File: src/rtl/multicycle_ctrl_if.sv
`default_nettype none
// ============================================================================
//  Module   : multicycle_ctrl_if
//  Purpose  : Bundle of IR fields, flags, memory handshake and datapath
//             controls exchanged between the multi-cycle controller and
//             its datapath/memory.
//  Revision : 1.0 - initial release
// ============================================================================
interface multicycle_ctrl_if;
    logic [6:0] op;
    logic [2:0] funct3;
    logic       EQ;
    logic       mem_ready;

    logic       mem_req;
    logic       AdrSrc;
    logic       IRWrite;
    logic       PCWrite;
    logic       RegWrite;
    logic [1:0] ALUsrcA;
    logic [1:0] ALUsrcB;
    logic [2:0] ALUctrl;
    logic [1:0] ImmSrc;
    logic [1:0] ResultSrc;
    logic       fault;
    logic [3:0] state_dbg;

    // Controller side
    modport master (
        input  op, funct3, EQ, mem_ready,
        output mem_req, AdrSrc, IRWrite, PCWrite, RegWrite,
               ALUsrcA, ALUsrcB, ALUctrl, ImmSrc, ResultSrc,
               fault, state_dbg
    );

    // Datapath / memory side
    modport slave (
        output op, funct3, EQ, mem_ready,
        input  mem_req, AdrSrc, IRWrite, PCWrite, RegWrite,
               ALUsrcA, ALUsrcB, ALUctrl, ImmSrc, ResultSrc,
               fault, state_dbg
    );
endinterface
`default_nettype wire

File: src/rtl/multicycle_ctrl.sv
`default_nettype none
// ============================================================================
//  Module   : multicycle_ctrl
//  Purpose  : Fetch/decode/execute/memory/writeback sequencer for the RV32I
//             addi, lw and bne subset, with a shared memory port and a
//             bounded wait on mem_ready.
//  Revision : 1.0 - initial release
// ============================================================================
module multicycle_ctrl #(
    parameter int TIMEOUT = 16
) (
    input  logic               clk,
    input  logic               rst,
    multicycle_ctrl_if.master  bus
);

    localparam int                 CNT_W       = $clog2(TIMEOUT) + 1;
    localparam logic [CNT_W-1:0]   C_CNT_LAST  = CNT_W'(TIMEOUT - 1);
    localparam logic [6:0]         C_OP_IMM    = 7'b0010011;
    localparam logic [6:0]         C_OP_LOAD   = 7'b0000011;
    localparam logic [6:0]         C_OP_BRANCH = 7'b1100011;

    typedef enum logic [3:0] {
        S_FETCH   = 4'd0,
        S_DECODE  = 4'd1,
        S_EXEC_I  = 4'd2,
        S_ALU_WB  = 4'd3,
        S_MEM_ADR = 4'd4,
        S_MEM_RD  = 4'd5,
        S_MEM_WB  = 4'd6,
        S_BRANCH  = 4'd7,
        S_FAULT   = 4'd8
    } state_t;

    state_t           state_q, state_d;
    logic [CNT_W-1:0] cnt_q, cnt_d;

    logic       w_timeout;
    logic       w_mem_req, w_adr_src, w_ir_write, w_pc_write, w_reg_write;
    logic [1:0] w_alu_a, w_alu_b, w_imm_src, w_result_src;
    logic [2:0] w_alu_ctrl;
    logic       w_fault;

    always_ff @(posedge clk) begin
        if (rst) begin
            state_q <= S_FETCH;
            cnt_q   <= '0;
        end else begin
            state_q <= state_d;
            cnt_q   <= cnt_d;
        end
    end

    // The counter defaults to zero, so every exit from a wait state (and
    // thus every entry into FETCH or MEM_RD) starts a fresh window.
    always_comb begin
        state_d      = state_q;
        cnt_d        = '0;
        w_timeout    = (cnt_q == C_CNT_LAST) && !bus.mem_ready;
        w_mem_req    = 1'b0;
        w_adr_src    = 1'b0;
        w_ir_write   = 1'b0;
        w_pc_write   = 1'b0;
        w_reg_write  = 1'b0;
        w_alu_a      = 2'b00;
        w_alu_b      = 2'b00;
        w_alu_ctrl   = 3'b000;
        w_imm_src    = 2'b00;
        w_result_src = 2'b00;
        w_fault      = 1'b0;

        case (state_q)
            S_FETCH: begin
                w_mem_req    = 1'b1;
                w_alu_b      = 2'b10;
                w_result_src = 2'b10;
                w_ir_write   = bus.mem_ready;
                w_pc_write   = bus.mem_ready;
                if (bus.mem_ready)  state_d = S_DECODE;
                else if (w_timeout) state_d = S_FAULT;
                else                cnt_d   = cnt_q + CNT_W'(1);
            end
            S_DECODE: begin
                w_alu_a   = 2'b01;
                w_alu_b   = 2'b01;
                w_imm_src = 2'b10;
                if      (bus.op == C_OP_IMM    && bus.funct3 == 3'b000) state_d = S_EXEC_I;
                else if (bus.op == C_OP_LOAD   && bus.funct3 == 3'b010) state_d = S_MEM_ADR;
                else if (bus.op == C_OP_BRANCH && bus.funct3 == 3'b001) state_d = S_BRANCH;
                else                                                    state_d = S_FAULT;
            end
            S_EXEC_I: begin
                w_alu_a = 2'b10;
                w_alu_b = 2'b01;
                state_d = S_ALU_WB;
            end
            S_ALU_WB: begin
                w_reg_write = 1'b1;
                state_d     = S_FETCH;
            end
            S_MEM_ADR: begin
                w_alu_a = 2'b10;
                w_alu_b = 2'b01;
                state_d = S_MEM_RD;
            end
            S_MEM_RD: begin
                w_mem_req = 1'b1;
                w_adr_src = 1'b1;
                if (bus.mem_ready)  state_d = S_MEM_WB;
                else if (w_timeout) state_d = S_FAULT;
                else                cnt_d   = cnt_q + CNT_W'(1);
            end
            S_MEM_WB: begin
                w_reg_write  = 1'b1;
                w_result_src = 2'b01;
                state_d      = S_FETCH;
            end
            S_BRANCH: begin
                w_alu_a    = 2'b10;
                w_alu_ctrl = 3'b001;
                w_pc_write = ~bus.EQ;
                state_d    = S_FETCH;
            end
            S_FAULT: begin
                w_fault = 1'b1;
            end
            default: begin
                state_d = S_FAULT;
            end
        endcase
    end

    // Reset masks every control output so no write enable can fire during it.
    assign bus.mem_req   = w_mem_req   & ~rst;
    assign bus.AdrSrc    = w_adr_src   & ~rst;
    assign bus.IRWrite   = w_ir_write  & ~rst;
    assign bus.PCWrite   = w_pc_write  & ~rst;
    assign bus.RegWrite  = w_reg_write & ~rst;
    assign bus.ALUsrcA   = rst ? 2'b00  : w_alu_a;
    assign bus.ALUsrcB   = rst ? 2'b00  : w_alu_b;
    assign bus.ALUctrl   = rst ? 3'b000 : w_alu_ctrl;
    assign bus.ImmSrc    = rst ? 2'b00  : w_imm_src;
    assign bus.ResultSrc = rst ? 2'b00  : w_result_src;
    assign bus.fault     = w_fault     & ~rst;
    assign bus.state_dbg = state_q;

endmodule
`default_nettype wire

File: src/flat_wrapper.sv
// flat-port wrapper written by rule: the top's interface ports become plain ports
module multicycle_ctrl_flat 
#(
    parameter int TIMEOUT = 16
)
  (clk, rst, bus_op, bus_funct3, bus_EQ, bus_mem_ready, bus_mem_req, bus_AdrSrc, bus_IRWrite, bus_PCWrite, bus_RegWrite, bus_ALUsrcA, bus_ALUsrcB, bus_ALUctrl, bus_ImmSrc, bus_ResultSrc, bus_fault, bus_state_dbg);
  multicycle_ctrl_if bus_i ();
  input  logic clk;
  input  logic rst;
  input wire logic [$bits(bus_i.op)-1:0] bus_op;
  input wire logic [$bits(bus_i.funct3)-1:0] bus_funct3;
  input wire logic [$bits(bus_i.EQ)-1:0] bus_EQ;
  input wire logic [$bits(bus_i.mem_ready)-1:0] bus_mem_ready;
  output wire logic [$bits(bus_i.mem_req)-1:0] bus_mem_req;
  output wire logic [$bits(bus_i.AdrSrc)-1:0] bus_AdrSrc;
  output wire logic [$bits(bus_i.IRWrite)-1:0] bus_IRWrite;
  output wire logic [$bits(bus_i.PCWrite)-1:0] bus_PCWrite;
  output wire logic [$bits(bus_i.RegWrite)-1:0] bus_RegWrite;
  output wire logic [$bits(bus_i.ALUsrcA)-1:0] bus_ALUsrcA;
  output wire logic [$bits(bus_i.ALUsrcB)-1:0] bus_ALUsrcB;
  output wire logic [$bits(bus_i.ALUctrl)-1:0] bus_ALUctrl;
  output wire logic [$bits(bus_i.ImmSrc)-1:0] bus_ImmSrc;
  output wire logic [$bits(bus_i.ResultSrc)-1:0] bus_ResultSrc;
  output wire logic [$bits(bus_i.fault)-1:0] bus_fault;
  output wire logic [$bits(bus_i.state_dbg)-1:0] bus_state_dbg;
  assign bus_i.op = bus_op;
  assign bus_i.funct3 = bus_funct3;
  assign bus_i.EQ = bus_EQ;
  assign bus_i.mem_ready = bus_mem_ready;
  assign bus_mem_req = bus_i.mem_req;
  assign bus_AdrSrc = bus_i.AdrSrc;
  assign bus_IRWrite = bus_i.IRWrite;
  assign bus_PCWrite = bus_i.PCWrite;
  assign bus_RegWrite = bus_i.RegWrite;
  assign bus_ALUsrcA = bus_i.ALUsrcA;
  assign bus_ALUsrcB = bus_i.ALUsrcB;
  assign bus_ALUctrl = bus_i.ALUctrl;
  assign bus_ImmSrc = bus_i.ImmSrc;
  assign bus_ResultSrc = bus_i.ResultSrc;
  assign bus_fault = bus_i.fault;
  assign bus_state_dbg = bus_i.state_dbg;
  multicycle_ctrl #(.TIMEOUT(TIMEOUT)) u_core (.clk(clk), .rst(rst), .bus(bus_i));
endmodule
File: config.mk
export PLATFORM = sky130hd
export DESIGN_NAME = multicycle_ctrl_flat
export DESIGN_NICKNAME = d
export VERILOG_FILES = /design/src/rtl/multicycle_ctrl_if.sv /design/src/rtl/multicycle_ctrl.sv /design/src/flat_wrapper.sv
export SDC_FILE = /design/constraint.sdc
export NUM_CORES = 1
export LEC_CHECK = 0
export CAP_MARGIN = 20
export CORE_MARGIN = 1.5
export CORE_UTILIZATION = 35
export DETAILED_ROUTE_END_ITERATION = 6
export PLACE_DENSITY = 0.7
export SYNTH_ARGS = -nofsm -noshare
export SYNTH_HDL_FRONTEND = slang
export SYNTH_SLANG_ARGS = --single-unit
File: constraint.sdc
create_clock -name clk -period 3 [get_ports clk]
set_clock_uncertainty 0.2 [all_clocks]
set_input_delay 0.75 -clock clk [delete_from_list [all_inputs] [get_ports clk]]
set_output_delay 0.75 -clock clk [all_outputs]
set_load 0.1 [all_outputs]
==> summary.md <==
| Metric | Value |
|---|---|
| Status | `complete, no violations` |
| Clock buffer depth | `2` |
| Fin crit share | `97.9%` |
| Setup slack at placement | `-0.134 ns` |
| Clock root buffer | `clkbuf_4` |
| H-tree Lvls | `1` |
| Post-synth cell types | `33` |
| Final min period | `2.94 ns` |
| NumNets Final | `140` |
| Share of post-route cells with drive strength above 1 | `37.4%` |
| Slowest cell on crit path | `dlygate4sd2_1` |
| Post-CTS Setup Bufs | `0` |
| Mux contribution to synthesized area | `0%` |
| Total congestion overflow | `0` |
| Area Overhead vs Synth | `87.4%` |
| Chip height | `46.3 um` |
| Largest net degree at the start of global routing | `17` |
| Core Area | `1750 um^2` |
| Worst endpoint required time | `2.05 ns` |
| DR pass1 iterations | `3` |
| Delay of the slowest critical-path stage | `0.27 ns` |
| Min-Delay Path Class | `reg -> reg` |
| Critical path endpoint category | `primary output` |
| Post-synthesis simple-gate area fraction | `42.5%` |
| #FFs+latches synth | `9` |
| Total power | `0.417 mW` |
| Worst setup path class | `in -> out` |
| Total of max-cap violations | `0` |
| Initial Util | `37.6%` |
| PD cells | `338 nW/um^2` |
| Row Count | `15` |
| CP Buf/Inv Count | `2` |
| DRC Markers | `0` |
| Final hold vios | `0` |
| Sequential share of the synthesized area | `27.4%` |
| Final WS setup | `0.0622 ns` |
| Worst-path maximum fanout | `3` |
| Worst VDD drop | `0.000325 V` |
| Leak | `0.487 nW` |
| Synth Area in Adders | `3.81%` |
| Dpl hpwl | `1450 um` |
| Crit-path most repeated cell | `or2_4` |
| Number of synthesis warnings | `0` |
| Initial DRC count | `4` |
| Initial antenna violation count | `0` |
| Synth Cell Area | `657 um^2` |
| Dpl cell area | `1200 um^2` |
| I/O pin total | `35` |
| First-pass GRT wire length | `2910 um` |
| Fmax | `340 MHz` |
| Area of the multi-input gates | `498 um^2` |
| Buffers on Ports | `31` |
| Die Wd | `46.3 um` |
| Xor and xnor area share after synthesis | `5.33%` |
| CTS tree | `done` |
| Post-DRT Antenna Nets | `0` |
| Final instance area | `1230 um^2` |
| Sequential cell area | `188 um^2` |
| Sink Count | `9` |
| Fin. max-slew vios | `0` |
| Via count | `742` |
| Arr. time, crit path | `1.99 ns` |
| RePlAce Congestion | `0.760` |
| Largest family of logic cells by synthesized area | `simple AND/OR/NAND/NOR gates` |
| Final count of negative-setup-slack endpoints | `0` |
| Cells along the critical path | `dlygate4sd2_1 -> or2_4 -> nor4_4 -> and2_4 -> or2_4 -> buf_12` |
| Crit path launch type | `input port` |
| Post-Route WL | `1710 um` |
| Clock latency on the worst-skew pair | `0.26 ns` |
| Number of global-route vias before repair | `712` |
| Die Area | `2150 um^2` |
| Critical path's top delay family | `simple AND/OR/NAND/NOR gates` |
| Number of antenna diodes | `0` |
| Routed len/inst | `11.6 um` |
| Post-Synthesis Cells | `88` |
| Compound-gate portion of the synthesized area | `13.0%` |
| Gr usage total | `19.0%` |
| Fill count | `146` |
| Clock-pin slew on the worst setup and hold paths | `0.06 ns` |
| Synthesized area per cell | `7.46 um^2` |
| Inserted Clock Buffers | `3` |
| Drt via density | `5.01` |
[power breakdown]
part / internal (mW) / switching, mW / total [mW]
combinational: 0.0717 / 0.124 / 0.196
sequential: 0.123 / 0.00770 / 0.131
clock: 0.0510 / 0.0387 / 0.0898
[area by class of cell]
type | count | area share, %
Multi-Input combinational cell | 72 | 40.4
Timing Repair Buffer | 37 | 39.3
Sequential cell | 9 | 15.2
Tap cell | 25 | 2.54
Clock buffer | 4 | 2.13
Inverter | 1 | 0.305
[worst register-to-register path: cells and delay by family, from the launching register on]
family | cells | cell delay (ns)
and+or+nand+nor | 1 | 0.59
DFF | 1 | 0.42
AOI/OAI and AO/OA | 3 | 0.59
[placed cells by master (no fill, tap or decap), types with 2 or more instances in the layout]
cell type,count
nor3_1,2
dfxtp_2,3
a21oi_1,4
dfxtp_1,5
buf_12,14
nor2_1,13
nand2_1,6
nor4_2,2
or2_4,2
nor2_2,2
clkdlybuf4s50_1,12
nor3_2,2
buf_4,10
o21a_1,2
xnor2_1,2
a31oi_1,2
ha_1,2
and3_1,5
clkbuf_4,3
conb_1,3
xor2_1,2
nand3_1,3
[per-layer routing]
layer	up-vias	share of wire (%)	track usage (%)
met1	342	40	22.0
li1	378	-	-
met5	-	0	0
met4	0	1.3	10.3
met3	3	3.4	3.14
met2	19	55	32.8
[timing repair]
action / CTS / global route
setup endpoints to repair: 8 / 1
pin swaps: 1 / 0
hold endpoints to repair: 0 / 0
resized for setup: 1 / 1
hold buffers: 0 / 0
gates cloned: 0 / 0
[state kept, by name, summed over array words and instances (netlist names)]
| signal | count |
|---|---|
| u_core.bus.state_dbg | 4 |
| u_core.cnt_q | 5 |
[Yosys cell counts, drive strengths merged]
| cell type | instances | area [um^2] |
|---|---|---|
| a21oi | 5 | 28.8 |
| a31oi | 2 | 12.5 |
| and2 | 2 | 12.5 |
| nor3 | 4 | 20.0 |
| and3 | 5 | 31.3 |
| clkbuf | 4 | 15.0 |
| dfxtp | 9 | 180 |
| nor2 | 16 | 60.1 |
| nand4b | 1 | 8.76 |
| or4bb | 1 | 11.3 |
| nor4 | 4 | 31.3 |
| nand3b | 1 | 7.51 |
| nand2 | 6 | 22.5 |
| a21bo | 1 | 10.0 |
| xnor2 | 2 | 17.5 |
| inv | 1 | 3.75 |
| o21ai | 2 | 10.0 |
| nor4b | 1 | 8.76 |
| a2bb2oi | 1 | 8.76 |
| o21a | 2 | 15.0 |
| nor2b | 1 | 6.26 |
| xor2 | 2 | 17.5 |
| nand3 | 3 | 15.0 |
| ha | 2 | 25.0 |
| nor3b | 1 | 7.51 |
| buf | 4 | 30.0 |
| or2 | 2 | 12.5 |
| conb | 1 | 3.75 |
| or4b | 2 | 23.8 |
[logic make-up (layout without fill, tap and decap cells)]
group / after synthesis / count (layout)
simple gates: 50 / 50
compound gates: 13 / 13
flops: 9 / 9
buf+inv: 9 / 42
xor+xnor: 4 / 4
fa+ha+maj: 2 / 2
other cells: 1 / 3
[path summary, 6_finish.rpt]
kind,from,endpoint,slack (ns),depth (start not counted)
setup / recovery,rst,bus_PCWrite,0.06,6
hold / removal,u_core.cnt_q[0],u_core.cnt_q[0],0.26,1
setup reg to reg,u_core.bus.state_dbg[1],u_core.bus.state_dbg[3],1.14,4
hold reg to reg,u_core.cnt_q[0],u_core.cnt_q[0],0.26,1
[through the flow]
stage / hold slack [ns] / util, % / cells / setup TNS, ns
6_report: 0.261 / 70.5 / 148 / 0
5_1_grt: 0.283 / 70.5 / 148 / -0.00250
4_1_cts: 0.264 / 70.4 / 148 / 0
3_5_place_dp: 0.250 / 69.0 / 144 / -0.384
3_3_place_gp: 0.234 / 69.0 / 144 / -0.214
2_1_floorplan: 0.218 / - / 90 / -3.96
No activity file was read; power rests on OpenSTA's default activity.
